==> src/rtl/hdpldadapt_xgmii_pkg.sv <==
// Shared XGMII constants, column-eligibility helper and FSM state encoding
// for the RX rate-match insertion engine.
package hdpldadapt_xgmii_pkg;

  // XGMII control characters
  localparam logic [7:0] XGMII_IDLE  = 8'h07;
  localparam logic [7:0] XGMII_SEQOS = 8'h9C;
  localparam logic [7:0] XGMII_ERROR = 8'hFE;

  // Flag bit offsets above the per-byte control bits
  localparam int CTL_ERR_OFS = 0;
  localparam int CTL_BFL_OFS = 1;

  // Per-column words: local fault ordered set, idle column, error column
  localparam logic [31:0] COL_LF_WORD   = 32'h0100_009C;
  localparam logic [3:0]  COL_LF_CTRL   = 4'h1;
  localparam logic [31:0] COL_IDLE_WORD = {4{XGMII_IDLE}};
  localparam logic [3:0]  COL_IDLE_CTRL = 4'hF;
  localparam logic [31:0] COL_ERR_WORD  = {4{XGMII_ERROR}};
  localparam logic [3:0]  COL_ERR_CTRL  = 4'hF;

  typedef enum logic [2:0] {
    ST_INIT  = 3'd0,
    ST_RUN   = 3'd1,
    ST_SPLIT = 3'd2
  } state_t;

  // A column can host an insertion boundary if it is idle or an ordered set
  function automatic logic col_eligible(input logic [31:0] word, input logic [3:0] ctrl);
    return ((word == COL_IDLE_WORD) && (ctrl == COL_IDLE_CTRL)) ||
           ((word[7:0] == XGMII_SEQOS) && (ctrl == 4'h1));
  endfunction

endpackage

==> src/rtl/hdpldadapt_rx_datapath_insert_nw_if.sv <==
// FIFO-read / PLD-output bundle between the elastic FIFO, the insertion
// engine and the downstream output consumer.
interface hdpldadapt_rx_datapath_insert_nw_if #(
  parameter int NWORD = 2
);
  localparam int DW = 32 * NWORD;
  localparam int CW = 4 * NWORD + 2;

  logic [DW+CW-1:0] fifo_data;
  logic             fifo_pempty;
  logic             fifo_empty;
  logic             data_valid;
  logic             rd_en;
  logic [CW-1:0]    dout_ctrl;
  logic [DW-1:0]    dout_data;
  logic             dout_valid;

  // Side that supplies the FIFO head and observes the engine output
  modport master (
    output fifo_data, fifo_pempty, fifo_empty, data_valid,
    input  rd_en, dout_ctrl, dout_data, dout_valid
  );

  // Insertion engine side
  modport slave (
    input  fifo_data, fifo_pempty, fifo_empty, data_valid,
    output rd_en, dout_ctrl, dout_data, dout_valid
  );
endinterface

==> src/rtl/hdpldadapt_rx_insert_col_sel.sv <==
// Per-column insertion eligibility and lowest-index priority encoder.
module hdpldadapt_rx_insert_col_sel
  import hdpldadapt_xgmii_pkg::*;
#(
  parameter int NWORD = 2
) (
  input  logic [32*NWORD-1:0] data,
  input  logic [4*NWORD-1:0]  ctrl,
  output logic [2:0]          col_k,
  output logic                any_elig
);

  logic [NWORD-1:0] elig;

  generate
    for (genvar gi = 0; gi < NWORD; gi++) begin : g_elig
      assign elig[gi] = col_eligible(data[32*gi +: 32], ctrl[4*gi +: 4]);
    end
  endgenerate

  // Scan from the top column down so the last hit is the lowest index
  always_comb begin
    col_k = 3'd0;
    for (int c = NWORD - 1; c >= 0; c--) begin
      if (elig[c]) col_k = 3'(c);
    end
  end

  assign any_elig = |elig;

endmodule

==> src/rtl/hdpldadapt_rx_datapath_insert_nw.sv <==
// Read-side rate-match insertion engine: when the elastic FIFO runs
// partially empty, splits the head beat at its first idle/OS column and
// injects idle columns (optionally extra all-idle beats) before it.
module hdpldadapt_rx_datapath_insert_nw
  import hdpldadapt_xgmii_pkg::*;
#(
  parameter int NWORD = 2
) (
  input  logic        rd_clk,
  input  logic        rd_rst,
  hdpldadapt_rx_datapath_insert_nw_if.slave bus,
  input  logic        r_truebac2bac,
  input  logic [3:0]  r_max_insert,
  output logic        rd_en_lt,
  output logic        fifo_insert,
  output logic        underrun,
  output logic [15:0] insert_cnt,
  output logic [19:0] testbus
);

  localparam int DW      = 32 * NWORD;
  localparam int CW      = 4 * NWORD + 2;
  localparam int NB      = 4 * NWORD;
  localparam int CTL_ERR = NB + CTL_ERR_OFS;
  localparam int CTL_BFL = NB + CTL_BFL_OFS;

  localparam logic [DW-1:0] LF_DATA   = {NWORD{COL_LF_WORD}};
  localparam logic [CW-1:0] LF_CTRL   = {2'b00, {NWORD{COL_LF_CTRL}}};
  localparam logic [DW-1:0] IDLE_DATA = {NWORD{COL_IDLE_WORD}};
  localparam logic [CW-1:0] IDLE_CTRL = {2'b00, {NWORD{COL_IDLE_CTRL}}};
  localparam logic [DW-1:0] ERR_DATA  = {NWORD{COL_ERR_WORD}};

  logic [DW-1:0] head_data;
  logic [CW-1:0] head_ctrl;
  logic [2:0]    col_k;
  logic          any_elig;

  state_t        state_reg, state_next;
  logic [2:0]    k_reg, k_next;
  logic [3:0]    burst_reg, burst_next;
  logic [DW-1:0] dout_data_reg, dout_data_next;
  logic [CW-1:0] dout_ctrl_reg, dout_ctrl_next;
  logic          dout_valid_reg;
  logic          fifo_insert_reg;
  logic          underrun_reg;
  logic          rd_en_sticky_reg;
  logic [15:0]   insert_cnt_reg;
  logic          rd_en_c;
  logic          insert_c;
  logic          underrun_set;
  logic          rd_en;

  assign head_data = bus.fifo_data[DW-1:0];
  assign head_ctrl = bus.fifo_data[DW+CW-1:DW];

  hdpldadapt_rx_insert_col_sel #(.NWORD(NWORD)) u_col_sel (
    .data     (head_data),
    .ctrl     (head_ctrl[NB-1:0]),
    .col_k    (col_k),
    .any_elig (any_elig)
  );

  // Next-state, consume, insert and output-beat selection
  always_comb begin
    state_next     = state_reg;
    k_next         = k_reg;
    burst_next     = burst_reg;
    dout_data_next = dout_data_reg;
    dout_ctrl_next = dout_ctrl_reg;
    rd_en_c        = 1'b0;
    insert_c       = 1'b0;
    underrun_set   = 1'b0;
    if (bus.data_valid) begin
      unique case (state_reg)
        ST_INIT: begin
          dout_data_next = LF_DATA;
          dout_ctrl_next = LF_CTRL;
          if (!bus.fifo_pempty) state_next = ST_RUN;
        end
        ST_RUN: begin
          if (bus.fifo_empty) begin
            dout_data_next          = ERR_DATA;
            dout_ctrl_next          = '0;
            dout_ctrl_next[NB-1:0]  = '1;
            dout_ctrl_next[CTL_ERR] = 1'b1;
            underrun_set            = 1'b1;
            insert_c                = 1'b1;
          end else if (bus.fifo_pempty && any_elig) begin
            // beat1: head columns below k, idle from k upward, flags cleared
            dout_ctrl_next = '0;
            for (int c = 0; c < NWORD; c++) begin
              if (3'(c) < col_k) begin
                dout_data_next[32*c +: 32] = head_data[32*c +: 32];
                dout_ctrl_next[4*c +: 4]   = head_ctrl[4*c +: 4];
              end else begin
                dout_data_next[32*c +: 32] = COL_IDLE_WORD;
                dout_ctrl_next[4*c +: 4]   = COL_IDLE_CTRL;
              end
            end
            k_next     = col_k;
            burst_next = 4'd0;
            insert_c   = 1'b1;
            state_next = ST_SPLIT;
          end else begin
            rd_en_c        = 1'b1;
            dout_data_next = head_data;
            dout_ctrl_next = head_ctrl;
          end
        end
        ST_SPLIT: begin
          if (r_truebac2bac && bus.fifo_pempty && (burst_reg < r_max_insert)) begin
            dout_data_next = IDLE_DATA;
            dout_ctrl_next = IDLE_CTRL;
            burst_next     = burst_reg + 4'd1;
            insert_c       = 1'b1;
          end else begin
            // beat2: idle below the latched k, head from k upward, head flags kept
            dout_ctrl_next          = '0;
            dout_ctrl_next[CTL_ERR] = head_ctrl[CTL_ERR];
            dout_ctrl_next[CTL_BFL] = head_ctrl[CTL_BFL];
            for (int c = 0; c < NWORD; c++) begin
              if (3'(c) < k_reg) begin
                dout_data_next[32*c +: 32] = COL_IDLE_WORD;
                dout_ctrl_next[4*c +: 4]   = COL_IDLE_CTRL;
              end else begin
                dout_data_next[32*c +: 32] = head_data[32*c +: 32];
                dout_ctrl_next[4*c +: 4]   = head_ctrl[4*c +: 4];
              end
            end
            rd_en_c    = 1'b1;
            state_next = ST_RUN;
          end
        end
        default: state_next = ST_INIT;
      endcase
    end
  end

  // State, output register and status counters
  always_ff @(posedge rd_clk or posedge rd_rst) begin
    if (rd_rst) begin
      state_reg        <= ST_INIT;
      k_reg            <= 3'd0;
      burst_reg        <= 4'd0;
      dout_data_reg    <= LF_DATA;
      dout_ctrl_reg    <= LF_CTRL;
      dout_valid_reg   <= 1'b0;
      fifo_insert_reg  <= 1'b0;
      underrun_reg     <= 1'b0;
      rd_en_sticky_reg <= 1'b0;
      insert_cnt_reg   <= 16'd0;
    end else begin
      state_reg        <= state_next;
      k_reg            <= k_next;
      burst_reg        <= burst_next;
      dout_data_reg    <= dout_data_next;
      dout_ctrl_reg    <= dout_ctrl_next;
      dout_valid_reg   <= bus.data_valid;
      fifo_insert_reg  <= insert_c;
      underrun_reg     <= underrun_reg | underrun_set;
      rd_en_sticky_reg <= rd_en_sticky_reg | rd_en;
      if (insert_c && (insert_cnt_reg != 16'hFFFF)) begin
        insert_cnt_reg <= insert_cnt_reg + 16'd1;
      end
    end
  end

  assign rd_en          = rd_en_c & ~rd_rst;
  assign bus.rd_en      = rd_en;
  assign bus.dout_data  = dout_data_reg;
  assign bus.dout_ctrl  = dout_ctrl_reg;
  assign bus.dout_valid = dout_valid_reg;
  assign rd_en_lt       = rd_en | rd_en_sticky_reg;
  assign fifo_insert    = fifo_insert_reg;
  assign underrun       = underrun_reg;
  assign insert_cnt     = insert_cnt_reg;
  assign testbus        = {8'd0, burst_reg, col_k, state_reg, rd_en, underrun_reg};

endmodule

==> src/flat_wrapper.sv <==
// flat-port wrapper written by rule: the top's interface ports become plain ports
module hdpldadapt_rx_datapath_insert_nw_flat import hdpldadapt_xgmii_pkg::*;
#(
  parameter int NWORD = 2
)
  (rd_clk, rd_rst, r_truebac2bac, r_max_insert, rd_en_lt, fifo_insert, underrun, insert_cnt, testbus, bus_fifo_data, bus_fifo_pempty, bus_fifo_empty, bus_data_valid, bus_rd_en, bus_dout_ctrl, bus_dout_data, bus_dout_valid);
  hdpldadapt_rx_datapath_insert_nw_if #(.NWORD(NWORD)) bus_i ();
  input  logic rd_clk;
  input  logic rd_rst;
  input  logic r_truebac2bac;
  input  logic [3:0] r_max_insert;
  output logic rd_en_lt;
  output logic fifo_insert;
  output logic underrun;
  output logic [15:0] insert_cnt;
  output logic [19:0] testbus;
  input wire logic [$bits(bus_i.fifo_data)-1:0] bus_fifo_data;
  input wire logic [$bits(bus_i.fifo_pempty)-1:0] bus_fifo_pempty;
  input wire logic [$bits(bus_i.fifo_empty)-1:0] bus_fifo_empty;
  input wire logic [$bits(bus_i.data_valid)-1:0] bus_data_valid;
  output wire logic [$bits(bus_i.rd_en)-1:0] bus_rd_en;
  output wire logic [$bits(bus_i.dout_ctrl)-1:0] bus_dout_ctrl;
  output wire logic [$bits(bus_i.dout_data)-1:0] bus_dout_data;
  output wire logic [$bits(bus_i.dout_valid)-1:0] bus_dout_valid;
  assign bus_i.fifo_data = bus_fifo_data;
  assign bus_i.fifo_pempty = bus_fifo_pempty;
  assign bus_i.fifo_empty = bus_fifo_empty;
  assign bus_i.data_valid = bus_data_valid;
  assign bus_rd_en = bus_i.rd_en;
  assign bus_dout_ctrl = bus_i.dout_ctrl;
  assign bus_dout_data = bus_i.dout_data;
  assign bus_dout_valid = bus_i.dout_valid;
  hdpldadapt_rx_datapath_insert_nw #(.NWORD(NWORD)) u_core (.rd_clk(rd_clk), .rd_rst(rd_rst), .bus(bus_i), .r_truebac2bac(r_truebac2bac), .r_max_insert(r_max_insert), .rd_en_lt(rd_en_lt), .fifo_insert(fifo_insert), .underrun(underrun), .insert_cnt(insert_cnt), .testbus(testbus));
endmodule
==> config.mk <==
export PLATFORM = sky130hd
export DESIGN_NAME = hdpldadapt_rx_datapath_insert_nw_flat
export DESIGN_NICKNAME = d
export VERILOG_FILES = /design/src/rtl/hdpldadapt_xgmii_pkg.sv /design/src/rtl/hdpldadapt_rx_datapath_insert_nw_if.sv /design/src/rtl/hdpldadapt_rx_insert_col_sel.sv /design/src/rtl/hdpldadapt_rx_datapath_insert_nw.sv /design/src/flat_wrapper.sv
export SDC_FILE = /design/constraint.sdc
export NUM_CORES = 1
export LEC_CHECK = 0
export ABC_AREA = 1
export BUFFER_PORTS_ARGS = -buffer_cell sky130_fd_sc_hd__buf_4
export CORE_ASPECT_RATIO = 1.2
export CORE_MARGIN = 2
export CORE_UTILIZATION = 53
export CTS_BUF_LIST = sky130_fd_sc_hd__clkbuf_8
export DETAILED_ROUTE_END_ITERATION = 10
export PLACE_DENSITY = 0.83
export RECOVER_POWER = 50
export SLEW_MARGIN = 20
export SYNTH_ARGS = -nofsm -noshare
export SYNTH_HDL_FRONTEND = slang
export SYNTH_SLANG_ARGS = --single-unit
==> constraint.sdc <==
create_clock -name rd_clk -period 3.4 [get_ports rd_clk]
set_input_delay 0.17 -clock rd_clk [delete_from_list [all_inputs] [get_ports rd_clk]]
set_output_delay 0.17 -clock rd_clk [all_outputs]
set_load 0.005 [all_outputs]
==> results_dict.tcl, run 1 <==
set metrics [dict create \
    synth-xor-area-share_pct 0.575 \
    synth_cells 910 \
    place_congestion 0.876 \
    startpoint "u_core.state_reg[0]" \
    setup_viol 0 \
    syn_area_sq_um 6090 \
    drv_slew 0 \
    cp_slowest_cell "dfrtp_1" \
    via_per_inst 5.08 \
    path_class "flip-flop to output pin" \
    grt.overflow.total 0 \
    pwr-share-clk_pct 15.7 \
    ant_nets 0 \
    worst_slew_pin_slew_ns 1.40 \
    finalSetupTns_ns 0 \
    design.core.area_sq_um 11100 \
    synth_area_per_cell_sq_um 6.70 \
    critPathMaxStageDelay_ns 0.44 \
    combPwrFrac_pct 47.3 \
    sw_frac_of_total_pct 41.9 \
    antenna_cells 0 \
    clock_path_buffers 2 \
    yosysWarnings 0 \
    drv_cap 0 \
    grt_pass1_vias 5841 \
    insertion_delay_ns 0.37 \
    path_buf_inv 3 \
    grt_pass1_wl_mm 28.0 \
    outcome "finished clean" \
    area_delta_synth_final_pct 26.0 \
    mostFrequentLayoutCells "nand2_1, buf_4, nor2_1" \
    peakVddDrop_mv 0.343 \
    drt-initial-drc-count 371 \
    endpoint_kind "output pin" \
    synth_top_family_by_area "simple AND/OR/NAND/NOR gates" \
    yosys.area_share.simple_pct 39.0 \
    crit_path_start_kind "flip-flop" \
    grt_max_degree 63 \
    cts.repair.resized 0 \
    grt.met3_usage_pct 5.65 \
    cts_root_buffer "clkbuf_8" \
    dr.pass1.iters 5 \
    r2r.worst_path.cells 8 \
    ys_types 36 \
    final_cells 1236 \
    muxShareOfSynthArea_pct 0 \
    finalNetCount 1170 \
    routed-via-count 6280 \
    fmax_mhz 375 \
    maxSlewHeadroom_pct 6.39 \
    ys_ff_latch 101 \
    die_w_um 102 \
    finalPower_mw 5.12 \
    clock_skew_ns 0.00912 \
    hold_class "primary input to flip-flop" \
    pwr-share-seq_pct 36.9 \
    dp.final_hpwl_mm 12.4 \
    switching_power_mw 2.14 \
    cellPowerDensity_nw_per_um2 667 \
    cts.clk_slew.worst_paths_ns 0.10 \
    rr_startpoint "u_core.state_reg[1]" \
    dp_cells 1218 \
    dieHeight_um 121 \
    leakage_nw 4.31 \
    r2r_slack_ns 1.03 \
    reg2reg_to "u_core.bus.dout_data[32]" \
    grt_util_all_layers_pct 28.3 \
    crit_fanout 23 \
    cts_tree "built" \
    wirelength_mm 17.1 \
    cts_sinks 101 \
    crit_arrival_ns 2.49 \
    layout_commonest_cell "nand2_1" \
    start_util_pct 54.7 \
    grtUsageMet2_pct 47.6 \
    synth_adder_area_share_pct 1.85 \
    post_cts_buffers 0 \
    grt_busiest_layer "met2" \
    io_pins 199 \
    endpoint "rd_en_lt" \
    hold_viol_final 0 \
    port-buffer-count 187 \
    holdBufCountCts 2 \
    period_minus_slack_ns 2.66 \
    drive_above_1_share_pct 19.7 \
    gr-usage-met1_pct 36.7 \
    path_cells "inv_1, ha_1, buf_4, nand2_1, nand2_2, nand2_1, o21bai_1, buf_4" \
    rsz0062_at_grt "false" \
    rows 42 \
    seq_area_frac_synth_pct 41.7 \
    drc 0 \
    min_period_over_period_pct 78.4 \
    worstPathRequired_ns 3.23 \
    die_area_sq_um 12400 \
    synth_compound_area_share_pct 6.59 \
    largest_reg_flops 64 \
    cpLargestDelayFamily "simple AND/OR/NAND/NOR gates" \
    wl_per_cell_um 13.8 \
    cp_num_cells 8 \
    numCtsBuffers 9 \
    htreeDepth 3 \
    antenna_found_initial 0 \
    p_int_mw 2.98 \
]
==> how the worst min path moves through the flow <==
stage / slack, ns / end / depth (start not counted) / from
floorplan: 0.20 / u_core.bus.dout_valid / 0 / bus_data_valid
global placement: 0.28 / u_core.bus.dout_data[11] / 2 / rd_rst
detailed placement: 0.29 / u_core.bus.dout_data[11] / 2 / rd_rst
CTS: 0.02 / u_core.bus.dout_data[35] / 3 / bus_fifo_data[35]
global route: 0.03 / u_core.bus.dout_data[35] / 3 / bus_fifo_data[35]
finish: 0.04 / u_core.bus.dout_data[35] / 3 / bus_fifo_data[35]
==> power by group through the flow <==
stage	Clock (mW)	Sequential [mW]	Combinational, mW
CTS	0.823	1.91	2.53
global route	0.876	1.94	2.74
finish	0.805	1.89	2.42
detailed placement	0	1.93	2.52
global placement	0	1.93	2.47
floorplan	0	1.93	1.40
==> metrics by stage <==
step	setup WS [ns]	area, sq um	util (%)	hold slack [ns]
after global routing	0.542	7680	68.9	0.0296
after global placement	1.13	7530	67.6	0.284
after detailed placement	1.10	7530	67.6	0.286
final	0.736	7680	68.9	0.0371
after floorplan	0.384	6130	-	0.201
after CTS	0.730	7760	69.6	0.0235
==> synth_stat cells (all sizes together) <==
library cell / instances / share of area [%]
nand2: 386 / 24
nor2: 96 / 6.1
inv: 92 / 5.7
dfrtp: 89 / 37
nand3: 53 / 4.5
o21ai: 45 / 3.7
buf: 30 / 3.2
nand4: 25 / 2.6
clkbuf: 21 / 1.3
a21oi: 20 / 1.6
dfstp: 12 / 5.2
nor3: 10 / 0.90
ha: 9 / 1.8
and2: 3 / 0.31
o21bai: 3 / 0.37
a31oi: 2 / 0.21
nand3b: 2 / 0.25
o21a: 2 / 0.25
xnor2: 2 / 0.29
xor2: 2 / 0.29
a22o: 1 / 0.14
a31o: 1 / 0.14
conb: 1 / 0.062
nor3b: 1 / 0.12
o32ai: 1 / 0.14
or2: 1 / 0.10
==> per-layer routing <==
metal  up-vias  wire, um
met1      2895      7120
li1       3136         -
met2       219      8370
met3        30      1200
met4         0       417
met5         -         0
==> area by class of cell <==
type                       instances  area (sq um)
clock inverter                     7          81.3
multi-input combinational        676          2970
timing repair buffer             197          1420
clock buffer                       9           124
tap                              154           193
fill                            1031          3460
sequential                       101          2540
inverter                          92           348
==> logic make-up (layout without fill, tap and decap cells) <==
| kind of cell | after synthesis | after routing |
|---|---|---|
| AO/OA/AOI/OAI | 75 | 75 |
| other | 1 | 11 |
| flip-flops | 101 | 101 |
| buffers and inverters | 143 | 305 |
| AND/OR/NAND/NOR | 577 | 577 |
| XOR/XNOR | 4 | 4 |
| adder cells (fa/ha/maj) | 9 | 9 |
==> worst reg2reg max path: stages (launching register included) <==
cell,delay (ns)
dfrtp_1,0.42
inv_1,0.11
ha_1,0.42
inv_1,0.28
nor2_1,0.59
nand2_1,0.23
nand4_1,0.13
nand2_1,0.06
nand2_1,0.07
Power figures use the tool's default switching activity.
==> inputs of run 2 (changes only) <==
- clock period: 3.4 -> 2.5 ns (I/O delays scaled with it)
==> run 2 against run 1 <==
  * Clock-buffer cell count up 1
  * Wire length up 1.6%
  * Combinational power up 43%
  * Sequential share of layout area down 0.64 points
  * Non-clock buffer count up 9
  * Hold slack worse by 0.0054 ns
  * Register-to-register slack worse by 0.55 ns
  * Worst setup slack worse by 0.49 ns
  * Sequential cell count unchanged
  * Clock power up 50%
  * Via count up 1.2%
  * Largest cell class unchanged
==> results_dict.tcl, run 2 (synthesized netlist as in run 1, its figures left out) <==
set metrics [dict create \
    grt_pass1_vias 5848 \
    htreeDepth 3 \
    sw_frac_of_total_pct 40.7 \
    period_minus_slack_ns 2.26 \
    min_period_over_period_pct 90.4 \
    outcome "finished clean" \
    antenna_cells 0 \
    pwr-share-clk_pct 16.6 \
    cp_num_cells 10 \
    drt-initial-drc-count 433 \
    wirelength_mm 17.4 \
    drv_cap 0 \
    r2r.worst_path.cells 9 \
    ant_nets 0 \
    port-buffer-count 187 \
    path_cells "ha_1, o21ai_0, nand2_1, nand3_1, nand3_1, nand2_1, nand2_2, nand2_1, o21bai_1, buf_4" \
    cpLargestDelayFamily "simple AND/OR/NAND/NOR gates" \
    hold_class "primary input to flip-flop" \
    largest_reg_flops 64 \
    clock_path_buffers 2 \
    cp_slowest_cell "dfrtp_1" \
    area_delta_synth_final_pct 28.5 \
    crit_fanout 5 \
    dieHeight_um 121 \
    rsz0062_at_grt "false" \
    place_congestion 0.891 \
    hold_viol_final 0 \
    die_w_um 102 \
    cts_root_buffer "clkbuf_8" \
    grt.overflow.total 0 \
    grt_max_degree 102 \
    finalNetCount 1179 \
    die_area_sq_um 12400 \
    final_cells 1245 \
    drive_above_1_share_pct 21.9 \
    dp_cells 1224 \
    cts_sinks 101 \
    start_util_pct 54.7 \
    layout_commonest_cell "nand2_1" \
    via_per_inst 5.10 \
    finalPower_mw 7.25 \
    drv_slew 0 \
    finalSetupTns_ns 0 \
    fmax_mhz 443 \
    peakVddDrop_mv 0.519 \
    cts_tree "built" \
    switching_power_mw 2.95 \
    crit_arrival_ns 2.13 \
    mostFrequentLayoutCells "nand2_1, buf_4, nor2_1" \
    clock_skew_ns 0.0119 \
    placed_area_sq_um 7600 \
    finalInstanceArea_sq_um 7830 \
    worst_slew_pin_slew_ns 1.39 \
    crit_path_start_kind "flip-flop" \
    wl_per_cell_um 14.0 \
    combPwrFrac_pct 47.7 \
    leakage_nw 4.42 \
    design.core.area_sq_um 11100 \
    cp_common_cell "nand2_1" \
    post_cts_buffers 0 \
    endpoint_kind "output pin" \
    setup_viol 0 \
    pwr-share-seq_pct 35.7 \
    routed-via-count 6353 \
    worstPathRequired_ns 2.38 \
    numCtsBuffers 9 \
    path_class "flip-flop to output pin" \
    critPathMaxStageDelay_ns 0.44 \
    dp.final_hpwl_mm 12.6 \
    min_path_cells 3 \
    antenna_found_initial 0 \
    cellPowerDensity_nw_per_um2 926 \
    cts.clk_slew.worst_paths_ns 0.10 \
    rows 42 \
    insertion_delay_ns 0.37 \
    grt_util_all_layers_pct 28.3 \
    maxSlewHeadroom_pct 7.03 \
    p_int_mw 4.30 \
    grt_pass1_wl_mm 27.9 \
    dr.pass1.iters 5 \
    io_pins 199 \
    drc 0 \
    path_buf_inv 1 \
]
-- run 2: changes by cell type in the layout (fill, tap and decap cells not counted), moves of 2 or more --
cell / change
clkinv_4: -2
clkbuf_1: -10
dfstp_2: +10
buf_4: +45
dfstp_1: -10
clkbuf_4: -29
dlygate4sd3_1: +3
-- run 2: power groups by stage --
| stage | Sequential (mW) | Combinational, mW | Clock, mW |
|---|---|---|---|
| 3_5_place_dp | 2.61 | 3.54 | 0 |
| 4_1_cts | 2.59 | 3.55 | 1.23 |
| 3_3_place_gp | 2.61 | 3.47 | 0 |
| 2_1_floorplan | 2.63 | 1.90 | 0 |
| 5_1_grt | 2.66 | 3.88 | 1.29 |
| 6_report | 2.58 | 3.46 | 1.21 |
-- run 2: area by class of cell --
class / count / area [sq um]
flip-flops and latches: 101 / 2540
clock inverters: 6 / 92.6
fillers: 1020 / 3310
clock buffers: 10 / 138
inverters: 92 / 347
repair buffers: 206 / 1540
well taps: 154 / 193
multi-input cells: 676 / 2970
-- run 2: per-layer routing --
layer	track usage [%]	wire length, um
met5	0	0
met1	37.1	7360
met3	5.36	1160
met2	46.6	8410
met4	9.83	459
-- run 2: per-stage QoR --
stage                     hold slack (ns)  setup WS [ns]  util (%)
after floorplan                     0.156          0.309         -
after global placement              0.288          0.548      68.3
after detailed placement            0.290          0.508      68.3
after CTS                          0.0164          0.243      70.8
after global routing               0.0298         0.0819      70.3
final                              0.0316          0.241      70.3
-- run 2: timing repair --
action | in CTS | in global routing
resized for setup | 0 | 0
endpoints found under the hold margin | 36 | 0
hold buffers | 5 | 0
-- run 2: final timing paths --
check / start / endpoint / slack [ns]
worst min-delay path: bus_fifo_data[73] / u_core.bus.dout_ctrl[9] / 0.03
max in group asynchronous: rd_rst / u_core.bus.dout_data[18] / 0.64
worst min register to register: u_core.bus.dout_data[20] / u_core.bus.dout_data[20] / 0.49
worst max-delay path: u_core.burst_reg[1] / rd_en_lt / 0.24
worst max register to register: u_core.state_reg[1] / u_core.k_reg[0] / 0.48
min in group asynchronous: rd_rst / u_core.bus.dout_data[61] / 0.94
-- run 2: worst register-to-register path, stage by stage, from the launching register on --
cell and delay (ns):
dfrtp_1 0.43, inv_1 0.12, ha_1 0.23, buf_4 0.19
inv_1 0.06, nor2_1 0.35, buf_4 0.23, nand3_1 0.10
o21ai_0 0.16, inv_1 0.05
==> inputs of run 3 (changes only) <==
- CORE_ASPECT_RATIO: 1.2 -> not set
==> run 3 against run 2 <==
  * Hold slack worse by 0.011 ns
  * Power is 4.4% lower
  * Non-clock buffer count is 1 lower
  * Clock skew is 0.00095 ns higher
  * First-iteration DRC count is 27% higher
  * Critical path depth is 3 lower
  * Register-to-register slack worse by 0.03 ns
  * Core utilization is 1.8 points lower
  * Wire length is 2.1% lower
  * Critical path type unchanged
  * Largest cell class unchanged
==> results_dict.tcl, run 3 (synthesized netlist as in run 1, its figures left out) <==
set metrics [dict create \
    outcome "finished clean" \
    ff_latch_area_sq_um 2540 \
    place_congestion 0.882 \
    dp_slack_ns 0.482 \
    sw_frac_of_total_pct 41.6 \
    wirelength_mm 17.0 \
    p_int_mw 4.05 \
    area_delta_synth_final_pct 27.1 \
    cellPowerDensity_nw_per_um2 895 \
    largest_reg_flops 64 \
    placed_area_sq_um 7560 \
    die_area_sq_um 12400 \
    final_cells 1232 \
    dp_cells 1211 \
    fmax_mhz 438 \
    grt_util_all_layers_pct 28.2 \
    drv_cap 0 \
    setup_viol 0 \
    crit_arrival_ns 2.16 \
    drive_above_1_share_pct 22.1 \
    peakVddDrop_mv 0.719 \
    clock_skew_ns 0.0129 \
    endpoint_kind "output pin" \
    port-buffer-count 187 \
    numCtsBuffers 9 \
    cts_sinks 101 \
    combPwrFrac_pct 49.5 \
    cts_tree "built" \
    crit_fanout 17 \
    dr.pass1.iters 5 \
    wl_per_cell_um 13.8 \
    cts.clk_slew.worst_paths_ns 0.10 \
    worst_slew_pin_slew_ns 1.38 \
    post-route-util_pct 68.4 \
    drv_slew 0 \
    path_cells "inv_1, ha_1, nand2_1, clkinvlp_4, nand2_1, o21bai_1, buf_4" \
    layout_commonest_cell "nand2_1" \
    multi_input_area_sq_um 2970 \
    leakage_nw 4.40 \
    hold_viol_final 0 \
    grt_pass1_wl_mm 28.3 \
    design.core.area_sq_um 11300 \
    start_util_pct 53.8 \
    layout_setup_ws_ns 0.215 \
    dp.final_hpwl_mm 12.2 \
    worstPathRequired_ns 2.38 \
    critPathMaxStageDelay_ns 0.43 \
    drt-initial-drc-count 548 \
    drc 0 \
    crit_path_start_kind "flip-flop" \
    finalInstanceArea_sq_um 7750 \
    path_class "flip-flop to output pin" \
    rows 39 \
    hold_class "primary input to flip-flop" \
    finalNetCount 1178 \
    ant_nets 0 \
    min_path_cells 5 \
    cts_root_buffer "clkbuf_8" \
    pwr-share-seq_pct 37.2 \
    io_pins 199 \
    mostFrequentLayoutCells "nand2_1, buf_4, nor2_1" \
    pwr-share-clk_pct 13.3 \
    finalSetupTns_ns 0 \
    cp_slowest_cell "dfrtp_1" \
    clock_path_buffers 2 \
    r2r_slack_ns 0.45 \
    grt_pass1_vias 5777 \
    insertion_delay_ns 0.39 \
    grt.overflow.total 0 \
    switching_power_mw 2.88 \
    min_period_over_period_pct 91.4 \
    maxSlewHeadroom_pct 8.13 \
    r2r.worst_path.cells 9 \
    routed-via-count 6287 \
    antenna_found_initial 0 \
    via_per_inst 5.10 \
    cp_common_cell "nand2_1" \
    nFillCells 1031 \
    rsz0062_at_grt "false" \
    die_w_um 111 \
    antenna_cells 0 \
    period_minus_slack_ns 2.29 \
    grt_max_degree 102 \
    htreeDepth 3 \
    dieHeight_um 111 \
]
==> run 3: cell types whose count changed in the layout (fill, tap and decap cells not counted), sizes merged <==
cell	delta
inv	-2
bufinv	-2
clkinvlp	-1
buf	-2
clkinv	+5
dlygate4sd3	+1
clkbuf	-1
==> run 3: layout make-up <==
cell class | count | area share [%]
clock buffers | 9 | 1.60
well taps | 143 | 2.31
multi-input cells | 676 | 38.4
repair buffers | 205 | 19.9
flip-flops and latches | 101 | 32.8
clock inverters | 6 | 0.420
inverters | 92 | 4.52
==> run 3: final timing paths <==
kind                                          start                       end
max                             u_core.state_reg[0]                  rd_en_lt
max reg2reg                     u_core.burst_reg[3]      u_core.insert_cnt[0]
max in group asynchronous                    rd_rst  u_core.bus.dout_data[61]
min                               bus_fifo_data[72]   u_core.bus.dout_ctrl[8]
min reg2reg                u_core.bus.dout_data[48]  u_core.bus.dout_data[48]
min in group asynchronous                    rd_rst  u_core.bus.dout_data[58]
==> run 3: metrics by stage <==
stage / hold slack, ns / power (mW)
after floorplan: 0.156 / 4.52
after global routing: 0.0380 / 7.54
after CTS: 0.00381 / 7.02
after detailed placement: 0.289 / 6.08
after global placement: 0.288 / 6.00
final: 0.0210 / 6.93
==> run 3: critical path, delay by kind of cell, from the launching register on <==
family / cells / cell delay, ns
AND/OR/NAND/NOR: 2 / 0.35
AO/OA/AOI/OAI: 1 / 0.10
flip-flops: 1 / 0.43
adder cells (fa/ha/maj): 1 / 0.34
buffers and inverters: 3 / 0.54
==> run 3: metal layers <==
layer,share of wire (%),GRT usage [%],vias up
met2,47,43.9,235
li1,-,-,3161
met5,0,0,-
met4,2.0,9.30,0
met1,44,39.7,2863
met3,6.9,5.58,28
==> run 3: what timing repair did <==
item / 4_1_cts / 5_1_grt
gates resized for setup: 0 / 1
hold buffers: 6 / 0
setup endpoints to repair: 0 / 1
setup buffers: 0 / 0
hold endpoints to repair: 49 / 0
==> run 3: power groups by stage <==
stage | logic (mW) | registers (mW) | clock network [mW]
after floorplan | 1.90 | 2.63 | 0
final | 3.43 | 2.58 | 0.920
after detailed placement | 3.47 | 2.61 | 0
after global placement | 3.41 | 2.60 | 0
after CTS | 3.49 | 2.58 | 0.948
after global routing | 3.88 | 2.66 | 1.00
